$ cat src/rtl/gray_to_bin_sweeper.sv
// gray_to_bin_sweeper: walks memory [START_ADDR..LAST_ADDR], reads each gray
// byte, decodes it bit-serially (MSB first) and writes the binary value back.
// Optional feature macro: CHECKSUM_EN adds an XOR checksum of written words.
module gray_to_bin_sweeper #(
  parameter int DATA_W     = 8,
  parameter int ADDR_W     = 6,
  parameter int START_ADDR = 0,
  parameter int LAST_ADDR  = 63
) (
  input  logic              clk,
  input  logic              rst,
  input  logic              start,
  output logic              busy,
  output logic              done,
  output logic [ADDR_W-1:0] mem_addr,
  output logic              mem_ren,
  output logic              mem_wen,
  input  logic [DATA_W-1:0] mem_rdata,
  output logic [DATA_W-1:0] mem_wdata
`ifdef CHECKSUM_EN
  ,
  output logic [DATA_W-1:0] checksum
`endif
);

  localparam int CW = (DATA_W > 1) ? $clog2(DATA_W) : 1;
  localparam logic [CW-1:0]     MSB_IDX = CW'(DATA_W - 1);
  localparam logic [ADDR_W-1:0] A_FIRST = ADDR_W'(START_ADDR);
  localparam logic [ADDR_W-1:0] A_LAST  = ADDR_W'(LAST_ADDR);

  typedef enum logic [2:0] {S_IDLE, S_READ, S_CONV, S_WRITE, S_DONE} state_t;

  state_t            state, state_nxt;
  logic [DATA_W-1:0] gray_r, bin_r, bin_nxt;
  logic [CW-1:0]     bit_cnt, cnt_up;
  logic              prev_bit, at_last, accept;

  assign at_last = (mem_addr == A_LAST);
  assign accept  = (state == S_IDLE) && start;

  // One decode step: bit i = bit i+1 of the result XOR gray bit i (MSB copies through)
  always_comb begin
    cnt_up   = bit_cnt + 1'b1;
    prev_bit = (bit_cnt == MSB_IDX) ? 1'b0 : bin_r[cnt_up];
    bin_nxt  = bin_r;
    bin_nxt[bit_cnt] = prev_bit ^ gray_r[bit_cnt];
  end

  // State register
  always_ff @(posedge clk) begin
    if (rst) state <= S_IDLE;
    else     state <= state_nxt;
  end

  // Next-state and strobe decode; strobes depend only on the current state
  always_comb begin
    state_nxt = state;
    busy      = 1'b0;
    done      = 1'b0;
    mem_ren   = 1'b0;
    mem_wen   = 1'b0;
    case (state)
      S_IDLE:  if (start) state_nxt = S_READ;
      S_READ:  begin
        busy = 1'b1; mem_ren = 1'b1; state_nxt = S_CONV;
      end
      S_CONV:  begin
        busy = 1'b1;
        if (bit_cnt == '0) state_nxt = S_WRITE;
      end
      S_WRITE: begin
        busy = 1'b1; mem_wen = 1'b1;
        state_nxt = at_last ? S_DONE : S_READ;
      end
      S_DONE:  begin
        busy = 1'b1; done = 1'b1; state_nxt = S_IDLE;
      end
      default: state_nxt = S_IDLE;
    endcase
  end

  // Datapath: address walk, gray capture, serial decode, write-data register
  always_ff @(posedge clk) begin
    if (rst) begin
      mem_addr  <= A_FIRST;
      mem_wdata <= '0;
      gray_r    <= '0;
      bin_r     <= '0;
      bit_cnt   <= '0;
    end else begin
      case (state)
        S_IDLE:  if (start) mem_addr <= A_FIRST;
        S_READ:  begin
          gray_r  <= mem_rdata;
          bin_r   <= '0;
          bit_cnt <= MSB_IDX;
        end
        S_CONV:  begin
          bin_r <= bin_nxt;
          if (bit_cnt == '0) mem_wdata <= bin_nxt;
          else               bit_cnt   <= bit_cnt - 1'b1;
        end
        // LAST_ADDR stops the walk, so the address never wraps
        S_WRITE: if (!at_last) mem_addr <= mem_addr + 1'b1;
        default: ;
      endcase
    end
  end

`ifdef CHECKSUM_EN
  // XOR of every word written this sweep; held after done until the next start
  always_ff @(posedge clk) begin
    if (rst || accept)          checksum <= '0;
    else if (state == S_WRITE)  checksum <= checksum ^ mem_wdata;
  end
`endif

endmodule

$ cat config.mk
export PLATFORM = sky130hd
export DESIGN_NAME = gray_to_bin_sweeper
export DESIGN_NICKNAME = d
export VERILOG_FILES = /design/src/rtl/gray_to_bin_sweeper.sv
export SDC_FILE = /design/constraint.sdc
export NUM_CORES = 1
export LEC_CHECK = 0
export CAP_MARGIN = 5
export CORE_AREA = 2 2 76 60
export DETAILED_ROUTE_END_ITERATION = 6
export DIE_AREA = 0 0 78 62
export PLACE_DENSITY_LB_ADDON = 0.05
export RECOVER_POWER = 50
export SETUP_SLACK_MARGIN = 0.1
export SYNTH_ARGS = -nofsm -noshare
export SYNTH_HDL_FRONTEND = slang
export SYNTH_SLANG_ARGS = --single-unit
$ cat constraint.sdc
create_clock -name clk -period 2.5 [get_ports clk]
set_clock_uncertainty 0.2 [all_clocks]
set_input_delay 0.625 -clock clk [delete_from_list [all_inputs] [get_ports clk]]
set_output_delay 0.625 -clock clk [all_outputs]
set_load 0.05 [all_outputs]
==> impl_metrics.yaml <==
route:
  drt_iter0_drc: 105
  drt_first_pass_iters: 4
  highest_layer: "met4"
  routed-via-count: 1589
  wire_per_inst_um: 13.8
  wl_met1_mm: 2.10
  drc: 0
  via_per_inst: 5.35
  routed_wl_mm: 4.09
  dr_wl_met2_mm: 1.81
  drtAntennaViolNets: 0
  routed-wl-met3_um: 151
timing:
  slew-limit-headroom: 0.607
  rsz0062_at_grt: "no"
  slew_viol_final: 0
  worst_pin_slew_ns: 0.592
  hold_viol: 0
  setup_violations: 0
  post-route-min-period_ns: 2.33
  final.setup.worst_slack_ns: 0.171
  clock.fmax_mhz: 429
  setup_tns_ns: 0
  hold_ws_ns: 0.261
  fin_crit_sh: 0.932
setup_path:
  crit_path_end_kind: "output pin"
  crit_type: "flop to output pin"
  path_buf_inv: 1
  required_ns: 1.67
  path_cells: "clkdlybuf4s50_1"
  crit_start: "mem_addr[1]"
  reg2reg_slack_ns: 0.22
  r2r-start: "bit_cnt[1]"
  critPathTopFamily: "buffers and inverters"
  reg2reg_depth: 7
  cp.arrival_ns: 1.50
  worstSetupPathDepth: 1
  cpPeakStageDelay_ns: 0.83
  slowest_stage: "clkdlybuf4s50_1"
  start_kind: "flop"
  crit_fanout: 5
clock_network:
  clk_latency_ns: 0.29
  cts_buffer_depth: 2
  htreeDepth: 2
  cts_tree: "yes"
  cts_root_buf: "clkbuf_8"
  clk_pin_slew_ns: 0.08
  cts_sinks: 36
  postCtsSetupBuffers: 0
  cts_buffers: 5
global_routing:
  grt_pass1_wl_mm: 6.42
  grt_max_degree: 41
  track_usage: 0.170
  grt_overflow_total: 0
  antenna_found_initial: 0
  grt_pass1_vias: 1378
finish:
  layout.area.seq_sq_um: 727
  antennaDiodeCount: 0
  multi_input_area_sq_um: 1100
  finalNetCount: 255
  drive_gt1_frac: 0.196
  fin_area_sq_um: 2390
  syn2layout_area_growth_pct: 26.6
  fill_cells: 396
place:
  io_buffers: 28
  dpl_cell_area_sq_um: 2250
  dp_hpwl_mm: 2.87
  gp_congestion: 0.908
  dpl_worst_slack_ns: 0.0923
run:
  max-cap-violations: 0
yosys:
  synth_top_area_frac: 0.382
  synthesis.nets: 226
  synth_area_leaders: "dfxtp_1 38%, nand2_1 5.6%, nor2_1 4.2%"
  synth_area_sq_um: 1890
  yosysTopAreaCell: "dfxtp_1"
  yosysMostFrequentCell: "dfxtp_1"
  ys_seq_area_frac: 0.382
  synth_edf_count: 0
  ys_ff_latch: 36
  synth_ff_type: "dfxtp_1"
  avgSynthCellArea_sq_um: 8.98
  synth_common_cells: "36 x dfxtp_1, 28 x nand2_1, 21 x nor2_1"
  netlist-cell-type-count: 48
  ys_warn_count: 0
  async_flop_share: 0
  syn_inst: 210
floorplanning:
  num_rows: 21
  fp.coreArea_sq_um: 4200
  io_pins: 29
  chipHeight_um: 62
  dieWidth_um: 78
  start_util: 0.449
  dieArea_sq_um: 4840
pwr:
  ir_worst_vdd_mv: 0.411
  power_w: 0.00234
  power.density_nw_per_um2: 980
  p_leak_nw: 0.834
min_path:
  hp-start: "gray_r[0]"
  whs_path_depth: 2
  holdCritPathClass: "flop to flop"
run_status:
  status: "finished, final reports clean"
path summary, 6_finish.rpt:
path                       to
setup reg to reg     bin_r[1]
hold reg to reg     gray_r[0]
hold / removal      gray_r[0]
setup / recovery  mem_addr[1]
layer usage:
layer	vias to the layer above	track usage
met1	745	0.227
li1	814	-
met2	25	0.272
met5	-	0
met4	0	0.0602
met3	5	0.0462
per-stage QoR:
stage,cells,utilization
floorplan,210,-
global placement,289,0.536
detailed placement,289,0.536
CTS,297,0.566
global route,297,0.568
finish,297,0.568
power breakdown:
part | total, W | internal, W | switching [W]
clock | 0.000561 | 0.000352 | 0.000209
combinational | 0.00105 | 0.000421 | 0.000631
sequential | 0.000727 | 0.000643 | 0.0000838
logic make-up after synthesis:
kind of cell	synth area share
multiplexers	0.0591
flip-flops	0.382
adder cells (fa/ha/maj)	0.0332
buffers and inverters	0.0511
AND/OR/NAND/NOR	0.241
XOR/XNOR	0.0418
AO/OA/AOI/OAI	0.192
layout by cell type, fill, tap and decap left out, types with 7 or more instances in the layout:
cell / count
a21oi_1: 15
buf_4: 8
nor2_1: 23
clkbuf_8: 7
xnor2_1: 7
mux2i_1: 7
nand2_1: 28
clkdlybuf4s50_1: 21
dfxtp_1: 33
flip-flops by register name, indices dropped and copies added, names as in the netlist:
name	count
gray_r	8
bin_r	8
mem_addr	6
mem_wdata	8
state	3
bit_cnt	3
area by class of cell:
type	instances	share of cell area
clock buffer	7	0.0404
multi-input combinational	155	0.459
inverter	4	0.00786
tap	57	0.0299
sequential	36	0.305
timing repair buffer	37	0.146
clock inverter	1	0.0126
what timing repair did:
item,4_1_cts,5_1_grt
hold buffers,0,0
setup endpoints to repair,1,15
gates resized for setup,1,8
(Power assumes the default switching activity.)
